[src/rtl/cci_burst_copy_engine.sv]
// CCI-P burst copy engine: reads source lines in 1/2/4-line bursts under a credit limit,
// writes each returned line to the matching destination offset, then posts a status line.
module cci_burst_copy_engine #(
    parameter int unsigned ADDR_W          = 42,
    parameter int unsigned DATA_W          = 512,
    parameter int unsigned TAG_W           = 16,
    parameter int unsigned MAX_OUTSTANDING = 64
) (
    input  logic              clk,
    input  logic              Resetb,
    input  logic              start,
    input  logic [ADDR_W-1:0] src_base,
    input  logic [ADDR_W-1:0] dst_base,
    input  logic [ADDR_W-1:0] status_addr,
    input  logic [31:0]       num_lines,
    input  logic [1:0]        burst_sel,
    input  logic              c0_almfull,
    input  logic              c1_almfull,
    output logic              rd_req_valid,
    output logic [ADDR_W-1:0] rd_req_addr,
    output logic [1:0]        rd_req_len,
    output logic [TAG_W-1:0]  rd_req_tag,
    input  logic              rd_rsp_valid,
    input  logic [TAG_W-1:0]  rd_rsp_tag,
    input  logic [1:0]        rd_rsp_cl_num,
    input  logic [DATA_W-1:0] rd_rsp_data,
    output logic              wr_req_valid,
    output logic [ADDR_W-1:0] wr_req_addr,
    output logic [DATA_W-1:0] wr_req_data,
    input  logic              wr_rsp_valid,
    input  logic              wr_rsp_format,
    input  logic [1:0]        wr_rsp_cl_num,
    output logic              busy,
    output logic              done,
    output logic [63:0]       clk_cnt,
    output logic [31:0]       lines_read,
    output logic [31:0]       lines_written
);

    localparam int unsigned OUT_W = $clog2(MAX_OUTSTANDING + 4) + 1;

    localparam logic [1:0] StIdle   = 2'd0;
    localparam logic [1:0] StRun    = 2'd1;
    localparam logic [1:0] StWait   = 2'd2;
    localparam logic [1:0] StReport = 2'd3;

    logic [1:0]        state_q, state_d;
    logic [ADDR_W-1:0] src_q, src_d;
    logic [ADDR_W-1:0] dst_q, dst_d;
    logic [ADDR_W-1:0] stat_q, stat_d;
    logic [31:0]       num_q, num_d;
    logic [2:0]        burst_q, burst_d;
    logic [OUT_W-1:0]  outst_q, outst_d;
    logic [31:0]       lines_read_q, lines_read_d;
    logic [31:0]       lines_written_q, lines_written_d;
    logic [63:0]       clk_cnt_q, clk_cnt_d;
    logic              rd_valid_q, rd_valid_d;
    logic [ADDR_W-1:0] rd_addr_q, rd_addr_d;
    logic [1:0]        rd_len_q, rd_len_d;
    logic [TAG_W-1:0]  rd_tag_q, rd_tag_d;
    logic              wr_valid_q, wr_valid_d;
    logic [ADDR_W-1:0] wr_addr_q, wr_addr_d;
    logic [DATA_W-1:0] wr_data_q, wr_data_d;
    logic              done_q, done_d;

    logic              active;
    logic              issue;
    logic [31:0]       remaining;
    logic [2:0]        step;
    logic [TAG_W-1:0]  tag_delta;
    logic [31:0]       rsp_idx;
    logic [31:0]       wr_inc;
    logic [DATA_W-1:0] status_line;

    assign active    = (state_q == StRun) || (state_q == StWait);
    assign remaining = num_q - lines_read_q;
    // Tail shorter than a full burst goes out one line at a time.
    assign step      = (remaining < 32'(burst_q)) ? 3'd1 : burst_q;
    assign issue     = (state_q == StRun) && (lines_read_q != num_q) && !c0_almfull
                       && !c1_almfull && (32'(outst_q) + 32'(step) <= MAX_OUTSTANDING);

    // The tag carries only the low bits of the burst's first line; the credit bound keeps the
    // distance to the current read pointer below 2**TAG_W, so the full index is recoverable.
    assign tag_delta = lines_read_q[TAG_W-1:0] - rd_rsp_tag;
    assign rsp_idx   = lines_read_q - 32'(tag_delta) + 32'(rd_rsp_cl_num);
    assign wr_inc    = wr_rsp_format ? (32'(wr_rsp_cl_num) + 32'd1) : 32'd1;

    always_comb begin
        status_line          = '0;
        status_line[0]       = 1'b1;
        status_line[127:64]  = clk_cnt_q;
        status_line[159:128] = lines_read_q;
        status_line[191:160] = lines_written_q;
    end

    always_comb begin
        state_d         = state_q;
        src_d           = src_q;
        dst_d           = dst_q;
        stat_d          = stat_q;
        num_d           = num_q;
        burst_d         = burst_q;
        outst_d         = outst_q;
        lines_read_d    = lines_read_q;
        lines_written_d = lines_written_q;
        clk_cnt_d       = clk_cnt_q;
        rd_valid_d      = 1'b0;
        rd_addr_d       = rd_addr_q;
        rd_len_d        = rd_len_q;
        rd_tag_d        = rd_tag_q;
        wr_valid_d      = 1'b0;
        wr_addr_d       = wr_addr_q;
        wr_data_d       = wr_data_q;
        done_d          = 1'b0;

        unique case (state_q)
            StIdle: begin
                if (start && (num_lines != 32'd0)) begin
                    src_d           = src_base;
                    dst_d           = dst_base;
                    stat_d          = status_addr;
                    num_d           = num_lines;
                    burst_d         = (burst_sel == 2'd0) ? 3'd1 :
                                      (burst_sel == 2'd1) ? 3'd2 : 3'd4;
                    outst_d         = '0;
                    lines_read_d    = '0;
                    lines_written_d = '0;
                    clk_cnt_d       = '0;
                    state_d         = StRun;
                end
            end
            StRun: begin
                if (lines_read_q == num_q) begin
                    state_d = StWait;
                end
            end
            StWait: begin
                if (lines_written_q == num_q) begin
                    state_d = StReport;
                end
            end
            StReport: begin
                if (!c1_almfull) begin
                    wr_valid_d = 1'b1;
                    wr_addr_d  = stat_q;
                    wr_data_d  = status_line;
                    done_d     = 1'b1;
                    state_d    = StIdle;
                end
            end
            default: state_d = StIdle;
        endcase

        if (active) begin
            clk_cnt_d = clk_cnt_q + 64'd1;
            if (wr_rsp_valid) begin
                lines_written_d = lines_written_q + wr_inc;
            end
            if (rd_rsp_valid) begin
                wr_valid_d = 1'b1;
                wr_addr_d  = dst_q + ADDR_W'(rsp_idx);
                wr_data_d  = rd_rsp_data;
                outst_d    = outst_d - OUT_W'(1);
            end
        end

        if (issue) begin
            rd_valid_d   = 1'b1;
            rd_addr_d    = src_q + ADDR_W'(lines_read_q);
            rd_len_d     = (step == 3'd4) ? 2'd3 : (step == 3'd2) ? 2'd1 : 2'd0;
            rd_tag_d     = lines_read_q[TAG_W-1:0];
            lines_read_d = lines_read_q + 32'(step);
            outst_d      = outst_d + OUT_W'(step);
        end
    end

    always_ff @(posedge clk or negedge Resetb) begin
        if (!Resetb) begin
            state_q         <= StIdle;
            src_q           <= '0;
            dst_q           <= '0;
            stat_q          <= '0;
            num_q           <= '0;
            burst_q         <= '0;
            outst_q         <= '0;
            lines_read_q    <= '0;
            lines_written_q <= '0;
            clk_cnt_q       <= '0;
            rd_valid_q      <= 1'b0;
            rd_addr_q       <= '0;
            rd_len_q        <= '0;
            rd_tag_q        <= '0;
            wr_valid_q      <= 1'b0;
            wr_addr_q       <= '0;
            wr_data_q       <= '0;
            done_q          <= 1'b0;
        end else begin
            state_q         <= state_d;
            src_q           <= src_d;
            dst_q           <= dst_d;
            stat_q          <= stat_d;
            num_q           <= num_d;
            burst_q         <= burst_d;
            outst_q         <= outst_d;
            lines_read_q    <= lines_read_d;
            lines_written_q <= lines_written_d;
            clk_cnt_q       <= clk_cnt_d;
            rd_valid_q      <= rd_valid_d;
            rd_addr_q       <= rd_addr_d;
            rd_len_q        <= rd_len_d;
            rd_tag_q        <= rd_tag_d;
            wr_valid_q      <= wr_valid_d;
            wr_addr_q       <= wr_addr_d;
            wr_data_q       <= wr_data_d;
            done_q          <= done_d;
        end
    end

    assign rd_req_valid  = rd_valid_q;
    assign rd_req_addr   = rd_addr_q;
    assign rd_req_len    = rd_len_q;
    assign rd_req_tag    = rd_tag_q;
    assign wr_req_valid  = wr_valid_q;
    assign wr_req_addr   = wr_addr_q;
    assign wr_req_data   = wr_data_q;
    assign busy          = (state_q != StIdle);
    assign done          = done_q;
    assign clk_cnt       = clk_cnt_q;
    assign lines_read    = lines_read_q;
    assign lines_written = lines_written_q;

endmodule
[config.mk]
export PLATFORM = sky130hd
export DESIGN_NAME = cci_burst_copy_engine
export DESIGN_NICKNAME = d
export VERILOG_FILES = /design/src/rtl/cci_burst_copy_engine.sv
export SDC_FILE = /design/constraint.sdc
export NUM_CORES = 2
export LEC_CHECK = 0
export ABC_AREA = 1
export BUFFER_PORTS_ARGS = -buffer_cell sky130_fd_sc_hd__buf_2
export CORE_AREA = 8 8 559 561
export CTS_BUF_LIST = sky130_fd_sc_hd__clkbuf_8
export CTS_CLUSTER_DIAMETER = 80
export DETAILED_ROUTE_END_ITERATION = 10
export DIE_AREA = 0 0 567 569
export PLACE_DENSITY_LB_ADDON = 0.15
export SLEW_MARGIN = 10
export SYNTH_ARGS = -nofsm -noshare
export SYNTH_HDL_FRONTEND = slang
export SYNTH_SLANG_ARGS = --single-unit
[constraint.sdc]
create_clock -name clk -period 5.95 [get_ports clk]
set_clock_uncertainty 0.15 [all_clocks]
set_input_delay 0.2975 -clock clk [delete_from_list [all_inputs] [get_ports clk]]
set_output_delay 0.2975 -clock clk [all_outputs]
set_load 0.02 [all_outputs]
Word level (Yosys, flattened, before mapping)
Cells that the tools add are included.

Register bits after elaboration: 916. Latch bits: 0. Memory bits (writable): 0. Memory bits (read-only): 0. Input port bits: 700. Output and inout bits: 746. Logic and storage cells: 105. Memories kept: 0.

Add/sub/neg operators: 13. Multiply operators: 0. Div/mod/pow operators: 0. $lt $le $gt $ge: 2. Equality and inequality tests: 13. Shifts and indexed selects: 0. Mux-type cells: 39. Bitwise gates (word level): 0. Reductions and logical operators: 20.

Operator list (number): $mux 512 (4); $mux 32 (7); $mux 64 (3); $mux 42 (4); $add 42x32->42 (2); $add 32x3->32 (2); $add 64x1->64 const B (1); $eq 32x32->1 (2); $mux 8 (5); $add 32x2->32 (1); $lt 32x3->1 (1); $ne 32x32->1 (1); $reduce_bool 32->1 (1); $sub 32x16->32 (1); $sub 32x32->32 (1); $sub 16x16->16 (1); $mux 3 (4); $mux 2 (5); $reduce_bool 2->1 (5); $add 8x3->9 (1); $le 9x7->1 const B (1); $add 8x3->8 (1); $pmux 2 s4 (1); $sub 8x1->8 const B (1); 14 further kinds (31).

Longest topological paths before layout
Word-level depth: 9. Gate-level depth with buffers: 43. Depth with buffers taken out: 43.

Least setup slack after synthesis
OpenSTA, ideal clock, no wires.

Kind: register -> register. From: register lines_read_q[0] (netlist: lines_read[0]). To: register wr_addr_q[41] (netlist: wr_req_addr[41]). Library setup time: 113 ps. Arrival: 5967 ps. Required time: 5687 ps. Slack: -280 ps. Cell stages (with the launch flop): 43. Buffers on the path: 0. Clock period less this slack: 6230 ps. Cells stage by stage: dfrtp_1 > inv_1 > ha_1 > inv_1 > fa_1 > nand3_1 > nand2_1 > a21oi_1 > o21bai_1 > a21oi_1 > o21bai_1 > nand2_1 > nand2_1 > a21o_1 > a21oi_1 > o21bai_1 > xor2_1 > ha_1 > [... 7 more ...] > a21boi_0 > o21ai_1 > a21oi_1 > xor2_1 > ha_1 > nand2_1 > o21ai_0 > nor2_1 > a21oi_1 > nand2_1 > o211ai_1 > nand2_1 > inv_1 > nand2_1 > nor2_1 > o21ai_0 > nand2_1 > inv_1.

Longest elaborated chain between the ends: 6.

RTL lines: start, declared (RTL line 54) `logic [31:0] lines_read_q, lines_read_d;`; start signal, assigned (RTL line 205) `lines_read_q <= lines_read_d;`; $sub 16x16->16 (RTL line 84) `assign tag_delta = lines_read_q[TAG_W-1:0] - rd_rsp_tag;`; $sub 32x16->32 (*) (RTL line 85) `assign rsp_idx = lines_read_q - 32'(tag_delta) + 32'(rd_rsp_cl_num);`; $add 32x2->32 (*) (RTL line 85); $add 42x32->42 (*) (RTL line 161) `wr_addr_d = dst_q + ADDR_W'(rsp_idx);`; $mux 42 (*) (RTL line 159) `if (rd_rsp_valid) begin`; $mux 42 (*) (RTL line 154) `if (active) begin`; via wr_addr_d[41] (RTL line 62) `logic [ADDR_W-1:0] wr_addr_q, wr_addr_d;`; end signal, assigned (RTL line 213) `wr_addr_q <= wr_addr_d;`; end, declared (RTL line 62).

The timed path passes the listed nets; every way through them passes the cells marked *. A chain may end at the register's enable or synchronous reset.

Worst setup path after layout
From: register lines_read_q[0] (netlist: lines_read[0]). To: register wr_addr_q[35] (netlist: wr_req_addr[35]).

Same word-level chain as after synthesis.

==> results.toml <==
[status]
outcome = "finished, violations left"
violated_checks = "setup timing"

[layout]
fill_cells = 33345
nets_finish = 9257
multi_input_area_sq_mm = 0.0223
drive_gt1_share_pct = 27.0
area.growth.synth_to_final_pct = 65.6
layout.area.seq_sq_mm = 0.0229

[grt]
first_global_vias = 54799
grt_start_max_net_pins = 135
track_usage_pct = 24.5
global_route_wire_length_before_repair_um = 537000
grt_antenna_before_repair = 226
remaining_overflow_grt = 0

[synth]
synth-edff-count = 0
synth.area.top_cells = "sky130_fd_sc_hd__dfrtp_1, sky130_fd_sc_hd__nand2_1, sky130_fd_sc_hd__a22o_1, sky130_fd_sc_hd__ha_1, sky130_fd_sc_hd__o21ai_0"
ys.warnings.count = 0
synth_top_area_share_pct = 48.6
net_count_after_synthesis = 6387
synth.avg_cell_area_sq_um = 8.60
yosys.area_share.adder_pct = 5.41
synth_sequential_area_ratio_pct = 48.6
ys_types = 66
post-synth-top-count-cell = "sky130_fd_sc_hd__nand2_1"
synth_compound_area_share_pct = 17.4
ys_async_sr_fraction_pct = 100
synth-simple-area-share_pct = 19.3
syn_inst = 5487
post_synth_mux_area_share_pct = 0.0212
ys_top_cells_by_count = "sky130_fd_sc_hd__nand2_1, sky130_fd_sc_hd__dfrtp_1, sky130_fd_sc_hd__inv_1, sky130_fd_sc_hd__o21ai_0, sky130_fd_sc_hd__nor2_1"
post_synth_xor_area_fraction_pct = 3.10
post_synth_instance_area_sq_mm = 0.0472
synth_top_flop_cell = "sky130_fd_sc_hd__dfrtp_1"
combinational_family_with_the_most_area_after_synthesis = "simple AND/OR/NAND/NOR gates"
ys_seq_elements = 916
yosys.area.top_type = "sky130_fd_sc_hd__dfrtp_1"

[floorplan]
floorplan.core_area_sq_mm = 0.304
floorplan.die.width_um = 567
fp-row-count = 203
start_util_pct = 15.5
number_of_placed_i_o_pins = 1446
die_area_sq_mm = 0.323
dieHeight_um = 569

[critical_path]
timing.critical_path.from_type = "register"
crit_path_start = "lines_read[0]$_DFFE_PN0P_"
critical_path.max_fanout = 4
reg_to_reg_startpoint = "lines_read[0]$_DFFE_PN0P_"
timing.setup.critical_path_class = "register to register"
max_stage_delay_ns = 0.41
critPathCaptureType = "register"
required_ns = 6.65
critPathSlowestCell = "sky130_fd_sc_hd__dfrtp_2"
cp.arrival_ns = 6.93
worst_path_most_repeated_cell = "sky130_fd_sc_hd__buf_6"

[drt]
wl_um = 415000
vias_per_cell = 4.31
drcViolationCount = 0
drtPass1Iterations = 7
ant_nets = 0
dr_total_vias = 54207
drt-initial-drc-count = 4301
detail_route.wl_per_cell_um = 33.0

[place]
place_congestion = 0.988
dp.final_hpwl_um = 344000
port_buffers = 1445

[clocking]
tritoncts_num_sinks = 916
clockRootBuffer = "sky130_fd_sc_hd__clkbuf_8"
worst_skew_pair.late_latency_ns = 0.99
ctsHtreeMaxLevel = 4
cts_made_buffers = 208
maximum_root_to_sink_buffer_count = 4
clock_tree_from_tritoncts = "done"
clkTransAtPathRegs_ns = 0.06

[power]
total_leakage_power_uw = 0.0391
power_density_mw_per_mm2 = 290
peakVddDrop_uv = 226

[worst_hold_path]
hold_path_startpoint = "rd_rsp_data[118]"
min-delay-path-class = "input port to register"

[sta]
timing.max_slew.rel_slack_pct = 22.8
finalWorstPathRequiredPeriod_ns = 6.23
layout_worst_path_cycle_share_pct = 105
fin_setup_tns_ns = -2.03
fin_ws_ns = -0.281
setup-violations-final = 12
max_slew.worst_pin.slew_ns = 1.15
final_hold_viol_count = 0
fmaxAchievable_mhz = 160
timing.hold.ws_ns = 0.0871
maxSlewViolCount = 0
grt_setup_unrepaired = "true"

[flow_run]
max-cap-violations = 0
==> path summary, 6_finish.rpt <==
kind / to / slack [ns] / cells after the start
max reg2reg: wr_req_addr[35]$_DFF_PN0_ / -0.28 / 39
max: wr_req_addr[35]$_DFF_PN0_ / -0.28 / 39
min in group asynchronous: wr_req_data[49]$_DFF_PN0_ / 0.51 / 4
min reg2reg: rd_req_addr[40]$_DFFE_PN0P_ / 0.32 / 2
max in group asynchronous: num_q[28]$_DFFE_PN0P_ / 3.91 / 5
min: wr_req_data[118]$_DFF_PN0_ / 0.09 / 4
==> stage by stage <==
stage          cells  instance area (sq um)  setup WS [ns]  total power [uW]  util [%]
3_3_place_gp   10960                  60700         -0.896             13900      20.0
3_5_place_dp   10960                  60700         -0.905             13900      20.0
6_report       12578                  78100         -0.281             22700      25.7
4_1_cts        12497                  77100         -0.244             23000      25.4
5_1_grt        12547                  78100         -0.731             23800      25.7
2_1_floorplan   5487                  47200        0.00164             10400         -
==> worst max-delay path: cells and delay by family (launching register included) <==
family | cells | cell delay (ns)
AOI/OAI and AO/OA | 17 | 2.27
adders and majority gates | 5 | 1.39
buffers and inverters | 7 | 0.75
and+or+nand+nor | 8 | 0.73
xor gates and xnor gates | 2 | 0.42
DFF | 1 | 0.41
==> layer usage <==
metal	track usage, %	wire length, um	vias to the layer above
met1	32.7	184000	26907
met3	7.37	33600	654
li1	-	-	24311
met5	0	510	-
met4	6.85	15100	78
met2	38.4	181000	2257
==> final cells by class <==
type	count	share of cell area, %
clock inverter	107	0.994
clock buffer	267	4.70
multi-input combinational	3824	28.6
sequential	916	29.3
inverter	512	2.49
timing repair buffer	2895	27.3
antenna	60	0.192
tap	3997	6.40
==> placed cells by master (no fill, tap or decap), types with 19 or more instances in the layout <==
cell / n
sky130_fd_sc_hd__xnor2_1: 61
sky130_fd_sc_hd__nand3b_1: 31
sky130_fd_sc_hd__dlygate4sd3_1: 1154
sky130_fd_sc_hd__inv_1: 560
sky130_fd_sc_hd__nand3_1: 137
sky130_fd_sc_hd__xor2_1: 94
sky130_fd_sc_hd__nand2_2: 40
sky130_fd_sc_hd__buf_4: 253
sky130_fd_sc_hd__nor4_1: 21
sky130_fd_sc_hd__nand4_1: 61
sky130_fd_sc_hd__clkbuf_8: 267
sky130_fd_sc_hd__o21a_1: 25
sky130_fd_sc_hd__nor3_1: 85
sky130_fd_sc_hd__a22o_1: 383
sky130_fd_sc_hd__o21ai_1: 57
sky130_fd_sc_hd__buf_6: 23
sky130_fd_sc_hd__nand2_1: 1298
sky130_fd_sc_hd__buf_2: 1444
sky130_fd_sc_hd__nor2_1: 417
sky130_fd_sc_hd__o21ai_2: 43
sky130_fd_sc_hd__ha_1: 184
sky130_fd_sc_hd__a21oi_2: 27
sky130_fd_sc_hd__a21oi_1: 209
sky130_fd_sc_hd__nand3_2: 22
sky130_fd_sc_hd__dfrtp_1: 915
sky130_fd_sc_hd__buf_12: 19
sky130_fd_sc_hd__diode_2: 60
sky130_fd_sc_hd__clkinv_2: 22
sky130_fd_sc_hd__o21ai_0: 421
==> power breakdown <==
part | internal, uW | total [uW] | switching, uW
clock network | 4460 | 8070 | 3610
registers | 6740 | 7260 | 518
logic | 2690 | 7340 | 4650
==> cell families after synthesis <==
kind of cell,Yosys count
and+or+nand+nor,2175
AOI/OAI and AO/OA,1281
DFF,916
buffers and inverters,747
adders and majority gates,200
xor gates and xnor gates,167
muxes,1
==> flip-flops by register name (all words and copies together), names as in the netlist <==
register / flops
burst_q: 3
clk_cnt: 64
done: 1
dst_q: 42
lines_read: 32
lines_written: 32
num_q: 32
outst_q: 8
rd_req_addr: 42
rd_req_len: 2
rd_req_tag: 16
rd_req_valid: 1
src_q: 42
stat_q: 42
state_q: 2
wr_req_addr: 42
wr_req_data: 512
wr_req_valid: 1
==> repair_timing <==
item,4_1_cts,5_1_grt
gates resized for setup,86,176
pin swaps,31,40
hold buffers,1155,0
buffers inserted,11,22
hold endpoints to repair,1233,0
setup endpoints to repair,25,45
(Power assumes the default switching activity.)
